$ cat src/rtl/sha256_byte_padder.sv
// sha256_byte_padder
//   Receives a byte stream (byte_rdy / byte_stop / data_in), packs the bytes
//   big-endian into 512-bit blocks, appends SHA-256 padding (0x80, zero fill,
//   64-bit message bit length) and hands each block to the compression stage
//   over a valid/ready handshake.
//
// Ports
//   clk           rising-edge clock
//   reset         asynchronous, active-high; clears all state
//   byte_rdy      data_in holds a message byte this cycle
//   byte_stop     level; message has ended, padding may begin
//   data_in       message byte
//   block_ready   compressor accepts block_data this cycle
//   block_valid   block_data holds a complete block
//   block_data    block, first byte in [511:504]
//   block_first   with block_valid: first block of the message
//   block_last    with block_valid: final, length-bearing block
//   overflow_err  sticky: byte arrived while the byte counter was saturated
//   drop_err      sticky: byte arrived while not absorbing
//   busy          high except when absorbing with an empty buffer, or done
//
// State      | meaning
// -----------+-----------------------------------------------------------
// ABSORB     | collecting message bytes into the buffer
// EMIT       | full data (or 0x80) block offered to the compressor
// PAD80      | writing the 0x80 terminator byte
// PADLEN     | writing the 64-bit bit length into slots 56..63
// EMITLAST   | final length-bearing block offered to the compressor
// DONE       | message finished, waiting for byte_stop to drop

module sha256_byte_padder #(
  parameter int CNT_W = 61
) (
  input  logic         clk,
  input  logic         reset,
  input  logic         byte_rdy,
  input  logic         byte_stop,
  input  logic [7:0]   data_in,
  input  logic         block_ready,
  output logic         block_valid,
  output logic [511:0] block_data,
  output logic         block_first,
  output logic         block_last,
  output logic         overflow_err,
  output logic         drop_err,
  output logic         busy
);

  typedef enum logic [2:0] {
    ABSORB   = 3'd0,
    EMIT     = 3'd1,
    PAD80    = 3'd2,
    PADLEN   = 3'd3,
    EMITLAST = 3'd4,
    DONE     = 3'd5
  } state_t;

  state_t       state, state_nxt;
  logic [511:0] blk_buf;
  logic [6:0]   ptr;
  logic [CNT_W-1:0] cnt;
  logic         first_pend;
  logic         pad_pending;

  logic         cnt_full;
  logic         ptr_full;
  logic         accept;
  logic         drop;
  logic         ovf;
  logic         handshake;
  logic [6:0]   ptr_inc;
  logic [8:0]   bit_hi;
  logic [63:0]  bit_len;

  assign cnt_full  = &cnt;
  assign ptr_full  = (ptr == 7'd64);
  assign accept    = (state == ABSORB) && byte_rdy && !ptr_full && !cnt_full;
  assign drop      = byte_rdy && ((state != ABSORB) || ptr_full);
  assign ovf       = byte_rdy && (state == ABSORB) && !ptr_full && cnt_full;
  assign handshake = block_valid && block_ready;
  assign ptr_inc   = ptr + 7'd1;
  // MSB of byte slot ptr; slot 0 lives at [511:504]
  assign bit_hi    = 9'd511 - {ptr[5:0], 3'b000};
  assign bit_len   = 64'({cnt, 3'b000});

  assign block_valid = (state == EMIT) || (state == EMITLAST);
  assign block_data  = blk_buf;
  assign block_first = block_valid && first_pend;
  assign block_last  = (state == EMITLAST);
  assign busy        = !(((state == ABSORB) && (ptr == 7'd0)) || (state == DONE));

  always_comb begin
    state_nxt = state;
    case (state)
      ABSORB: begin
        // a full buffer must be emitted before any pending stop is honoured
        if (ptr_full || (accept && (ptr == 7'd63)))
          state_nxt = EMIT;
        else if (byte_stop)
          state_nxt = PAD80;
      end
      EMIT: begin
        if (handshake)
          state_nxt = pad_pending ? PADLEN : ABSORB;
      end
      PAD80: begin
        // no room for the length field after the 0x80 -> spill to a new block
        state_nxt = (ptr_inc <= 7'd56) ? PADLEN : EMIT;
      end
      PADLEN:   state_nxt = EMITLAST;
      EMITLAST: begin
        if (handshake)
          state_nxt = DONE;
      end
      DONE: begin
        if (!byte_stop)
          state_nxt = ABSORB;
      end
      default:  state_nxt = ABSORB;
    endcase
  end

  always_ff @(posedge clk or posedge reset) begin
    if (reset) begin
      state        <= ABSORB;
      blk_buf      <= '0;
      ptr          <= '0;
      cnt          <= '0;
      first_pend   <= 1'b1;
      pad_pending  <= 1'b0;
      overflow_err <= 1'b0;
      drop_err     <= 1'b0;
    end else begin
      state <= state_nxt;
      if (drop)
        drop_err <= 1'b1;
      if (ovf)
        overflow_err <= 1'b1;
      case (state)
        ABSORB: begin
          if (accept) begin
            blk_buf[bit_hi -: 8] <= data_in;
            ptr                  <= ptr_inc;
            cnt                  <= cnt + 1'b1;
          end
        end
        PAD80: begin
          blk_buf[bit_hi -: 8] <= 8'h80;
          ptr                  <= ptr_inc;
          pad_pending          <= (ptr_inc > 7'd56);
        end
        PADLEN: begin
          // zero fill is already in place: the buffer is cleared on every handshake
          blk_buf[63:0] <= bit_len;
          pad_pending   <= 1'b0;
        end
        EMIT, EMITLAST: begin
          if (handshake) begin
            blk_buf    <= '0;
            ptr        <= '0;
            first_pend <= 1'b0;
          end
        end
        DONE: begin
          if (!byte_stop) begin
            cnt        <= '0;
            first_pend <= 1'b1;
          end
        end
        default: ;
      endcase
    end
  end

endmodule

$ cat config.mk
export PLATFORM = sky130hd
export DESIGN_NAME = sha256_byte_padder
export DESIGN_NICKNAME = d
export VERILOG_FILES = /design/src/rtl/sha256_byte_padder.sv
export SDC_FILE = /design/constraint.sdc
export NUM_CORES = 2
export LEC_CHECK = 0
export BUFFER_PORTS_ARGS = -buffer_cell sky130_fd_sc_hd__buf_2
export CAP_MARGIN = 5
export CORE_MARGIN = 5
export CORE_UTILIZATION = 60
export CTS_CLUSTER_DIAMETER = 100
export CTS_CLUSTER_SIZE = 30
export DETAILED_ROUTE_END_ITERATION = 10
export PLACE_DENSITY = 0.86
export SLEW_MARGIN = 20
export SYNTH_ARGS = -nofsm -noshare
export SYNTH_HDL_FRONTEND = slang
export SYNTH_SLANG_ARGS = --single-unit
$ cat constraint.sdc
create_clock -name clk -period 31.9 [get_ports clk]
set_input_delay 6.38 -clock clk [delete_from_list [all_inputs] [get_ports clk]]
set_output_delay 6.38 -clock clk [all_outputs]
set_load 0.05 [all_outputs]
# Yosys cells after proc, flatten, opt, wreduce, memory -nomap -nowiden
# Index checks and enable logic that the tools add are counted.
[word_totals]
input_bits = 13
output_inout_bits = 518
regBits = 587
[op_classes]
n_addsub = 4
shifts = 3
magnitude_cmp = 2
muxes = 24
reduce_logical = 31
n_eq_ne = 13
[op_table]
columns = ["op", "count"]
rows = [
  ["$pmux W448 S3", 1],
  ["$bwmux W512", 2],
  ["$mux W512", 2],
  ["$shift A8 B11 Y519 const A", 1],
  ["$shiftx A8 B11 Y519", 1],
  ["$shiftx A8 B11 Y519 const A", 1],
  ["$pmux W64 S4", 1],
  ["$mux W61", 2],
  ["$pmux W61 S2", 1],
  ["$add A61 B1 Y61 const B", 1],
  ["$reduce_and A61 Y1", 1],
  ["$pmux W7 S3", 1],
  ["$pmux W3 S6", 1],
  ["$mux W3", 5],
  ["$mux W7", 2],
  ["$reduce_and A3 Y1", 4],
  ["$neg A9 Y11", 1],
  ["$logic_and A1 B1 Y1", 9],
  ["$sub A9 B9 Y9 const A", 1],
  ["$ne A2 B2 Y1 const B", 4],
  ["$add A7 B1 Y7 const B", 1],
  ["$eq A7 B6 Y1 const B", 1],
  ["$eq A7 B7 Y1 const B", 1],
  ["$gt A7 B6 Y1 const B", 1],
  ["other kinds (18)", 31],
]

# Longest topological paths before layout
[depth]
word_depth = 8
ltp_mapped = 13
depth_no_buf = 8

# Worst setup path after synthesis
# OpenSTA, ideal clock, no wires.
[synth_timing]
path_kind = "reg-to-output"
start = "register state[2]"
end = "output block_first"
required_ns = 25.520
n_path_buf = 3
arrival_ns = 2.523
path_slack_ns = 22.997
path_stages_with_launch = 8
path_cell_list = "dfrtp_1 > xnor2_1 > or2_2 > clkbuf_1 > inv_1 > buf_2 > clkbuf_1 > and2_1"
[synth_between]
elab_chain_len = 3
elab_cells_between_ends = 4
classes_between = "eq/ne: 2; reduce/logical: 2"
[synth_rtl]
columns = ["element", "line_no", "source"]
rows = [
  ["from (decl)", "58", "state_t state, state_nxt;"],
  ["from (signal assigned)", "134", "state <= state_nxt;"],
  ["$eq A3 B1 Y1 or $eq A3 B3 Y1 (tied branches)", "86", "assign block_valid = (state == EMIT) || (state == EMITLAST);"],
  ["$logic_or A1 B1 Y1 (*)", "86", ""],
  ["net block_valid", "40", "output logic block_valid,"],
  ["$logic_and A1 B1 Y1 (*)", "88", "assign block_first = block_valid && first_pend;"],
  ["to (decl)", "42", "output logic block_first,"],
]
# Mark *: on every way through the listed nets, which the timed path passes. The rest lies on a longest branch.

# Final worst setup path
[layout_timing]
start = "register ptr[1]"
end = "output busy"
[layout_between]
elab_chain_len = 4
[layout_rtl]
columns = ["element", "line_no", "source"]
rows = [
  ["from (decl)", "60", "logic [6:0] ptr;"],
  ["from (signal assigned)", "143", "ptr <= ptr_inc;"],
  ["from (signal assigned)", "149", "ptr <= ptr_inc;"],
  ["$logic_not A7 Y1", "90", "assign busy = !(((state == ABSORB) && (ptr == 7'd0)) || (state == DONE));"],
  ["$logic_and A1 B1 Y1", "90", ""],
  ["$logic_or A1 B1 Y1", "90", ""],
  ["$logic_not A1 Y1", "90", ""],
  ["to (decl)", "46", "output logic busy"],
]
# Every way passes these cells.

==> metrics <==
status=finished, final reports clean; EDFF count, synth=0; later-pin clock latency in the skew report=around 0.6 ns; vias in the first global route=about 24,000; Total Wirelength=101,000 um; filler instances=3,299; slowest CP cell=nor3b_1; Critical Path Most Common Cell=nand2_1; minimum clock period=10.39 ns; multiplexer share of the synthesized area=0.00386; per-cell routed wire length=30.0 um; TNS Setup=0 ns; # port buffers=530; worst hold path type=reg -> reg; Worst Clk Skew=0.0369 ns; DRC viols=0; largest net degree at the start of global routing=189; Initial Util=0.608; Top Ports=531; layout cells sized above 1=0.247; antenna violations before repair=1; Post-Place Cells=3,316; Pleak=14.5 nW; Placer Congestion=1.03; Fmax achieved=0.0963 GHz; FFs w/ async S/R, synth=1.00; clk root buf=clkbuf_16; pwr dens=74.7 nW/um^2; GRT Total Usage=0.404; CTS tree=done; Sink Count=587; non-filler instance count after layout=3,354; DR pass1 iterations=10; largest family of logic cells by synthesized area=compound AO/OA/AOI/OAI gates; Core ar.=~43,000 um^2; startpoint types=register; complex-gate fraction of the synthesized area=0.270; power share of the clock group=0.167; Clock Path Buffers=3; number of max-slew violations in the final report=0; Max-Cap Viols=0; YS warnings=0; max incr delay on CP=around 0.84 ns; total CTS buffers=23; Final Hold Vio Count=0; Worst Hold Slack=0.475 ns; final core occ=0.690; Sequential Power Share=0.389; Synth cell types=87; dpl ws=22.14 ns; reg-to-reg slack, setup=26.84 ns; Iteration-0 DRC Markers=3,787; maximum vdd ir drop=0.0000645 V; Synth Flop Type=dfrtp_1; Die Ht=219 um; Synth-to-Final Area Change=13.5%; post-route ant nets=0; syn_area_per_cell=11.1 um^2; Sw Share=0.494; CTS resizes=0; global-route wire length before repair=around 150,000 um; unrepaired setup endpoints after global routing=false; crit path capture type=primary output; vias per cell=around 7.3; Final Setup Violations=0; fin crit share=0.326; post-synthesis adder-cell area fraction=0.00381; Worst slew margin=0.149; hold_buf cts=0; post-CTS setup repair buffer count=0; Simple-Gate Fraction of Synth Area=0.118; Net Switching=approximately 1.1 mW; Worst Path Arrival=about 4.0 ns; Yosys reg bits=587; Setup WS post-layout=approximately 22 ns; combinational power share=0.444; clk slew on worst S/H paths=0.12 ns; internal power=roughly 1.1 mW; Least-Margin Pin Slew=1.28 ns; post-detail-place hpwl=71,700 um; via total after detailed routing=24,500; critical path cell sequence=inv_1 > ha_1 > nor3b_1 > nand2_1 > o31ai_1 > nand2_1 > buf_2; CTS HTree Levels=1; part of the Yosys area used for sequential elements=0.560; Syn Std Cell Area=26,300 um^2; Post-Syn Nets=~2,400; cells after synthesis=about 2,400; gr ovfl total=0; # nets final=2,779; row count=76; kind of critical path=reg -> out; Die ar.=48,000 um^2; WP data required=25.52 ns; Crit Path Max Fanout=14; Die Width=~220 um; xor/xnor share of the synthesized area=0.00334
==> layout make-up <==
cell class	instances	area, um^2	area share
antenna	3	7.51	0.000252
clock buffer	32	619	0.0208
clock inverter	1	11.3	0.000378
inverter	60	233	0.00781
multi-input combinational	1525	10600	0.355
sequential	587	14700	0.493
tap	585	732	0.0246
timing repair buffer	561	2930	0.0982
==> cell usage after synthesis, drive strengths merged (24+ instances only) <==
cell,count,area (um^2)
a21oi,84,420
o22a,35,307
a22o,102,895
o21ai,130,805
o2bb2ai,109,955
nand2,188,706
inv,60,225
nor3,47,235
nor2,136,513
clkbuf,125,472
and2,27,170
dfrtp,586,14700
buf,61,398
a22oi,28,210
or4,24,181
o31ai,65,488
nand3,69,345
nand4,27,181
a32o,210,2100
==> cells by family after synthesis <==
family                     count (synthesis)
muxes                                     10
adders and majority gates                  8
and+or+nand+nor                          629
AOI/OAI and AO/OA                        868
DFF                                      587
xor gates and xnor gates                  10
buffers and inverters                    246
==> per-stage QoR <==
stage	total power, mW	area [um^2]
final	2.23	29800
after CTS	2.17	29700
after floorplan	1.54	26300
after global routing	2.29	29800
after detailed placement	1.82	29100
after global placement	1.79	29100
==> worst max-delay path, delay by kind of cell (launching register included) <==
kind / cells / cell delay (ns)
and+or+nand+nor: 3 / 1.34
buffers and inverters: 2 / 0.71
DFF: 1 / 0.67
adders and majority gates: 1 / 0.43
AOI/OAI and AO/OA: 1 / 0.26
==> final timing paths <==
path | from | to | cells past startpoint
min in group asynchronous | reset | asynchronous set/reset pin | 2
max in group asynchronous | reset | asynchronous set/reset pin | 4
setup reg to reg | ptr[1] | register | 9
hold reg to reg | drop_err | drop_err | 1
setup / recovery | ptr[1] | busy | 7
hold / removal | drop_err | drop_err | 1
==> per-layer routing <==
metal / global-route usage / wire length (um) / vias to the layer above
met5: 0 / 13 / -
met4: 0.188 / 6310 / 2
met3: 0.117 / 13600 / 414
met2: 0.616 / 45000 / 2090
met1: 0.542 / 35500 / 12200
li1: - / - / 9882
==> placed cells by master (no fill, tap or decap), types with 23 or more instances in the layout <==
master	n
nand2_1	187
clkbuf_16	23
a21oi_1	84
buf_4	27
nor3_1	39
dfrtp_1	585
o22a_1	35
o31ai_1	65
nand3_1	69
or4_1	23
o2bb2ai_1	109
nor2_1	128
inv_1	58
a22o_1	101
a32o_1	210
buf_2	530
o21ai_2	38
nand4_1	25
o21ai_0	83
a22oi_1	28
==> power by group through the flow <==
stage	Combinational [mW]	Clock (mW)	Sequential, mW
floorplan	0.590	0	0.946
global placement	0.916	0	0.871
detailed placement	0.941	0	0.874
CTS	0.944	0.369	0.861
global route	1.02	0.397	0.872
finish	0.988	0.373	0.866
Note: power is estimated with default switching activity, not from simulation.
